### config.mk
export PLATFORM = sky130hd
export DESIGN_NAME = rng_cmd_evaluator
export DESIGN_NICKNAME = d
export VERILOG_FILES = /design/src/rtl/rng_cmd_evaluator_pkg.sv /design/src/rtl/rng_mod_reduce.sv /design/src/rtl/rng_cmd_evaluator.sv
export SDC_FILE = /design/constraint.sdc
export NUM_CORES = 1
export LEC_CHECK = 0
export BUFFER_PORTS_ARGS = -buffer_cell sky130_fd_sc_hd__buf_2
export CAP_MARGIN = 5
export CORE_MARGIN = 4
export CORE_UTILIZATION = 49
export DETAILED_ROUTE_END_ITERATION = 7
export PLACE_DENSITY_LB_ADDON = 0.08
export SLEW_MARGIN = 10
export SYNTH_ARGS = -nofsm -noshare
export SYNTH_HDL_FRONTEND = slang
export SYNTH_HIERARCHICAL = 1
export SYNTH_SLANG_ARGS = --single-unit
### constraint.sdc
create_clock -name clk -period 1.7 [get_ports clk]
set_clock_uncertainty 0.15 [all_clocks]
set_input_delay 0.34 -clock clk [delete_from_list [all_inputs] [get_ports clk]]
set_output_delay 0.34 -clock clk [all_outputs]
set_load 0.05 [all_outputs]
### src/rtl/rng_cmd_evaluator_pkg.sv
// Shared state encoding and sizing helpers for the
// random-value command evaluator and its remainder unit.
package rng_cmd_evaluator_pkg;

   typedef enum logic [2:0] {
      IDLE    = 3'd0,
      FETCH   = 3'd1,
      REDUCE  = 3'd2,
      CHECK   = 3'd3,
      PRESENT = 3'd4
   } state_e;

   function automatic int clog2(input int n);
      int r;
      r = 0;
      while ((1 << r) < n) r++;
      return (r < 1) ? 1 : r;
   endfunction

   // Largest multiple of n not exceeding 2^w; values at or above it are rejected.
   function automatic int calc_limit(input int w, input int n);
      return ((1 << w) / n) * n;
   endfunction

endpackage

### src/rtl/rng_mod_reduce.sv
// Serial restoring remainder: one dividend bit per cycle,
// WIDTH cycles after start; done flags the final step.
module rng_mod_reduce
   import rng_cmd_evaluator_pkg::*;
#(
   parameter  int WIDTH    = 8,
   parameter  int NUM_CMDS = 4,
   localparam int CW       = clog2(NUM_CMDS)
) (
   input  logic             clk,
   input  logic             rst,
   input  logic             start,
   input  logic [WIDTH-1:0] dividend,
   output logic             done,
   output logic [CW-1:0]    remainder
);

   localparam logic [CW:0] DIV = (CW+1)'(NUM_CMDS);

   logic [WIDTH-1:0] shift_q, shift_d;
   logic [CW-1:0]    rem_q, rem_d;
   logic [4:0]       cnt_q, cnt_d;
   logic [CW:0]      trial;

   always_comb begin
      shift_d = shift_q;
      rem_d   = rem_q;
      cnt_d   = cnt_q;
      trial   = {rem_q, shift_q[WIDTH-1]};
      if (start) begin
         shift_d = dividend;
         rem_d   = '0;
         cnt_d   = 5'(WIDTH);
      end else if (cnt_q != 5'd0) begin
         shift_d = shift_q << 1;
         rem_d   = (trial >= DIV) ? CW'(trial - DIV) : trial[CW-1:0];
         cnt_d   = cnt_q - 5'd1;
      end
   end

   always_ff @(posedge clk or posedge rst) begin
      if (rst) begin
         shift_q <= '0;
         rem_q   <= '0;
         cnt_q   <= '0;
      end else begin
         shift_q <= shift_d;
         rem_q   <= rem_d;
         cnt_q   <= cnt_d;
      end
   end

   assign done      = (cnt_q == 5'd1);
   assign remainder = rem_q;

endmodule

### src/rtl/rng_cmd_evaluator.sv
// Maps raw LFSR values onto unbiased game commands with
// rejection sampling, a repeat limiter and a valid/ack output.
module rng_cmd_evaluator
   import rng_cmd_evaluator_pkg::*;
#(
   parameter  int WIDTH      = 8,
   parameter  int NUM_CMDS   = 4,
   parameter  int MAX_REPEAT = 2,
   parameter  int MAX_REJECT = 15,
   localparam int CW         = clog2(NUM_CMDS)
) (
   input  logic             clk,
   input  logic             rst,
   input  logic [WIDTH-1:0] rng_value,
   input  logic             rng_valid,
   output logic             rng_ready,
   input  logic             req,
   output logic [CW-1:0]    cmd_out,
   output logic             cmd_valid,
   input  logic             cmd_ack,
   output logic             busy,
   output logic             fallback,
   output logic [7:0]       reject_count
);

   // One extra bit so LIMIT = 2^WIDTH is representable.
   localparam logic [WIDTH:0] LIMIT    = (WIDTH+1)'(calc_limit(WIDTH, NUM_CMDS));
   localparam logic [7:0]     REJ_LAST = 8'(MAX_REJECT - 1);
   localparam logic [7:0]     REP_MAX  = 8'(MAX_REPEAT);
   localparam logic [CW-1:0]  CMD_TOP  = CW'(NUM_CMDS - 1);

   state_e        state_q, state_d;
   logic [7:0]    draw_rej_q, draw_rej_d;
   logic [7:0]    rej_cnt_q, rej_cnt_d;
   logic [7:0]    rep_q, rep_d;
   logic          fb_q, fb_d;
   logic          have_last_q, have_last_d;
   logic          cmd_valid_q, cmd_valid_d;
   logic [CW-1:0] fb_cand_q, fb_cand_d;
   logic [CW-1:0] last_q, last_d;
   logic [CW-1:0] cmd_q, cmd_d;

   logic [WIDTH:0] val_ext;
   logic [CW-1:0]  fb_pick, red_rem, base, pick;
   logic           in_range, red_start, red_done, accepted;

   assign val_ext   = {1'b0, rng_value};
   assign in_range  = val_ext < LIMIT;
   assign fb_pick   = CW'(val_ext - LIMIT);
   assign red_start = (state_q == FETCH) && rng_valid && in_range;
   assign accepted  = cmd_valid_q && cmd_ack;

   rng_mod_reduce #(
      .WIDTH    (WIDTH),
      .NUM_CMDS (NUM_CMDS)
   ) u_reduce (
      .clk       (clk),
      .rst       (rst),
      .start     (red_start),
      .dividend  (rng_value),
      .done      (red_done),
      .remainder (red_rem)
   );

   always_comb begin
      state_d     = state_q;
      draw_rej_d  = draw_rej_q;
      rej_cnt_d   = rej_cnt_q;
      rep_d       = rep_q;
      fb_d        = fb_q;
      have_last_d = have_last_q;
      cmd_valid_d = 1'b0;
      fb_cand_d   = fb_cand_q;
      last_d      = last_q;
      cmd_d       = cmd_q;

      base = fb_q ? fb_cand_q : red_rem;
      pick = base;
      if (MAX_REPEAT != 0 && have_last_q && base == last_q && rep_q >= REP_MAX)
         pick = (base == CMD_TOP) ? '0 : base + CW'(1);

      unique case (state_q)
         IDLE: begin
            if (req) begin
               draw_rej_d = '0;
               fb_d       = 1'b0;
               state_d    = FETCH;
            end
         end
         FETCH: begin
            if (rng_valid) begin
               if (in_range) begin
                  state_d = REDUCE;
               end else begin
                  if (rej_cnt_q != 8'hFF) rej_cnt_d = rej_cnt_q + 8'd1;
                  if (draw_rej_q == REJ_LAST) begin
                     fb_cand_d = fb_pick;
                     fb_d      = 1'b1;
                     state_d   = CHECK;
                  end else begin
                     draw_rej_d = draw_rej_q + 8'd1;
                  end
               end
            end
         end
         REDUCE: begin
            if (red_done) state_d = CHECK;
         end
         CHECK: begin
            if (have_last_q && pick == last_q)
               rep_d = (rep_q == 8'hFF) ? rep_q : rep_q + 8'd1;
            else
               rep_d = 8'd1;
            last_d      = pick;
            have_last_d = 1'b1;
            cmd_d       = pick;
            state_d     = PRESENT;
         end
         PRESENT: begin
            cmd_valid_d = !accepted;
            if (accepted) state_d = IDLE;
         end
         default: state_d = IDLE;
      endcase
   end

   always_ff @(posedge clk or posedge rst) begin
      if (rst) begin
         state_q     <= IDLE;
         draw_rej_q  <= '0;
         rej_cnt_q   <= '0;
         rep_q       <= '0;
         fb_q        <= 1'b0;
         have_last_q <= 1'b0;
         cmd_valid_q <= 1'b0;
         fb_cand_q   <= '0;
         last_q      <= '0;
         cmd_q       <= '0;
      end else begin
         state_q     <= state_d;
         draw_rej_q  <= draw_rej_d;
         rej_cnt_q   <= rej_cnt_d;
         rep_q       <= rep_d;
         fb_q        <= fb_d;
         have_last_q <= have_last_d;
         cmd_valid_q <= cmd_valid_d;
         fb_cand_q   <= fb_cand_d;
         last_q      <= last_d;
         cmd_q       <= cmd_d;
      end
   end

   assign rng_ready    = (state_q == FETCH);
   assign busy         = (state_q != IDLE);
   assign cmd_out      = cmd_q;
   assign cmd_valid    = cmd_valid_q;
   assign fallback     = fb_q;
   assign reject_count = rej_cnt_q;

endmodule

==> results.md <==
- Compound-Gate Fraction of Synth Area: 12.3%
- Ys async rst share: 100%
- Reg clk slew, reported paths: ~0.1 ns
- Worst r2r src: rep_q[1]$_DFFE_PP0P_
- H-tree Lvls: 2
- Yosys top cell by area: dfrtp_1
- Highest clock rate: 0.564 GHz
- Top-count cell post-synth: dfrtp_1
- Router iterations before antenna repair: 4
- Dominant cells by area after synthesis: dfrtp_1 (50%), mux2i_1 (6.5%), buf_4 (3.9%), ha_1 (3.2%), inv_1 (2.9%)
- Synth Instances: 152
- Fin util: 64.5%
- R2r setup slk: -0.07 ns
- Worst-Margin Slew: 0.565 ns
- Core Region: 0.00303 mm2
- Die width: 64.2 um
- Total Routing Usage GR: 16.4%
- Die H: ~64 um
- Mapped Area: 0.00155 mm2
- Synth warn: 6
- Worst Path Arrival: ~1.8 ns
- Vias in the first global route: about 1,200
- Sink Count: 31
- Max-slew violation count: 0
- Max_slew headroom: 61.3%
- Root buffer cell: clkbuf_4
- Most instantiated cells after synthesis: dfrtp_1 (31), inv_1 (12), nand2_1 (12)
- Unrepaired setup endpoints after global routing: true
- Worst R2R End: cmd_out[0]$_DFFE_PP0P_
- Placement Setup Slack: -0.0405 ns
- Seq/Total Area, Yosys: 50.1%
- Setup crit start: rep_q[1]$_DFFE_PP0P_
- Final instance area: just under 0.002 mm2
- VDD IR max: 0.980 mV
- Final #Nets: 206
- Number of core rows: 20
- Area share of the largest cell type after synthesis: 50.1%
- RePlAce Congestion: 0.763
- Cell area power density: 1750 mW/mm2
- Multi-input logic area: about 710 um2
- Synth cell types: 35
- Post-route DRC: 0
- Startpoint Class: flop
- Final period util: 104%
- Largest net degree at the start of global routing: 24
- First-pass GRT wire length: around 5100 um
- Worst r2r path cells: 6
- Total Power: 3410 uW
- Post-DP HPWL: ~1900 um
- Max clock buf depth: 2
- Proportion of layout cells with a drive suffix above 1: roughly a third
- Failing checks: setup timing
- Io pins: 27
- Drt total wl: 2950 um
- Hold slack: 0.0321 ns
- Port buffer count: 18
- Synthesis-to-layout area growth: 26.1%
- Final setup vio count: 6
- Clock period minus final worst setup slack: 1.77 ns
- PnR worst setup slack: -0.0727 ns
- Final Hold Vio Count: 0
- Initial core utilization: 51.2%
- Mean Syn Cell Area: 10.2 um2
- Cts bufs inserted: 5
- Synth Register Bits: 31
- GR Overflow Total: 0
- MaxCap Viol Count: 0
- Required time of the worst setup path: 1.77 ns
- Mux share of post-synthesis cell area: 6.46%
- Crit Path Category: reg -> reg
- Initial antenna violation count: 0
- Post-synth EDFFs: 0
- Status: finished with violations
- ANT nets after route: 0
- Largest family of logic cells by synthesized area: simple AND/OR/NAND/NOR gates
- CTS tree: done
- Post-Synth XOR/XNOR Area: ~2.3%
- Post-synthesis adder-cell area fraction: 3.23%
- Skew-Pair Late Insertion Delay: 0.34 ns
- Max FO, Critical Path: 3
- WL/cell: 12.6 um
- Fillers: 252
- Post-synth top flop: dfrtp_1
- HP Class: in -> reg
- Antenna diodes: 0
- Iter 0 DRT Violations: 42
- Worst Setup End Kind: flop
- P_leak: 0.000931 uW
- Via/cell ratio: 4.93
- DP Area: 0.00173 mm2
- Worst setup path end: cmd_out[0]$_DFFE_PP0P_
- Flip-flop and latch area: 781 um2
- Simple-gate share of the synthesized area: 17.0%
- Via Count: approximately 1,200
- Die area: 0.00412 mm2
## what timing repair did
item	4_1_cts	5_1_grt
gates cloned	1	0
pin swaps	2	7
setup buffers	7	2
resized for setup	9	9
endpoints found under the hold margin	25	0
setup endpoints to repair	9	19
hold buffers	1	0
## critical path: stages, from the launching register on
cell and delay [ns]:
dfrtp_1 0.41, ha_2 0.17, or4_4 0.42, nor2_1 0.18
a21oi_1 0.07, xnor2_1 0.16, o21ai_0 0.09
## how the worst min path moves through the flow
stage | to | cells after the start | startpoint
final | fallback$_DFFE_PP0P_ | 2 | req
after detailed placement | state_q[0]$_DFFE_PP0P_ | 2 | rst
after CTS | fallback$_DFFE_PP0P_ | 2 | req
after global placement | state_q[0]$_DFFE_PP0P_ | 2 | rst
after floorplan | u_reduce/cnt_q[0]$_DFFE_PP0P_ | 1 | rst
after global routing | fallback$_DFFE_PP0P_ | 2 | req
## cells in the final DEF, fill, tap and decap left out, drive strengths merged, types with 2 or more instances in the layout
master / instances
buf: 34
dfrtp: 31
o21ai: 14
nand2: 12
inv: 12
nor2: 10
mux2i: 10
conb: 8
a21oi: 7
clkbuf: 7
and2: 5
xnor2: 4
ha: 4
nand2b: 3
nor3: 3
nor2b: 3
a31oi: 2
a22o: 2
or4: 2
o31ai: 2
nor4b: 2
## report_power, final
group	leakage [uW]	total [uW]	internal [uW]	switching, uW
Combinational	0.000487	1630	770	862
Clock	0.0000482	606	347	259
Sequential	0.000396	1170	970	204
Total	0.000931	3410	2090	1330
## sequential cells by signal, indices dropped and copies added, names as in the netlist
signal / count
u_reduce/remainder: 2
cmd_valid: 1
state_q: 3
have_last_q: 1
fallback: 1
u_reduce/cnt_q: 5
cmd_out: 2
rep_q: 8
u_reduce/shift_q: 8
## layer usage
layer	GRT usage [%]	part of all wire, %	vias to the layer above
met5	0	0	-
met2	26.8	48	22
met4	6.07	1.4	0
met1	19.1	45	544
met3	6.85	5.2	6
li1	-	-	582
## kinds of logic (layout without fill, tap and decap cells)
kind of cell             after synthesis  count (layout)
multiplexers                          10              10
XOR/XNOR                               4               4
AO/OA/AOI/OAI                         31              31
flip-flops                            31              31
other                                  1               8
buffers and inverters                 25              56
adder cells (fa/ha/maj)                4               4
AND/OR/NAND/NOR                       46              46
## metrics by stage
stage,setup TNS (ns),cells
detailed placement,-0.120,216
global placement,-0.0138,216
finish,-0.308,234
floorplan,-0.00418,159
global route,-1.15,234
CTS,-0.197,233
## area by class of cell
type / instances / area share [%]
well taps: 44 / 2.82
inverters: 12 / 2.31
multi-input cells: 103 / 36.5
clock inverters: 2 / 1.79
clock buffers: 6 / 2.63
repair buffers: 36 / 14.0
flip-flops and latches: 31 / 40.0
Note: power is estimated with default switching activity, not from simulation.
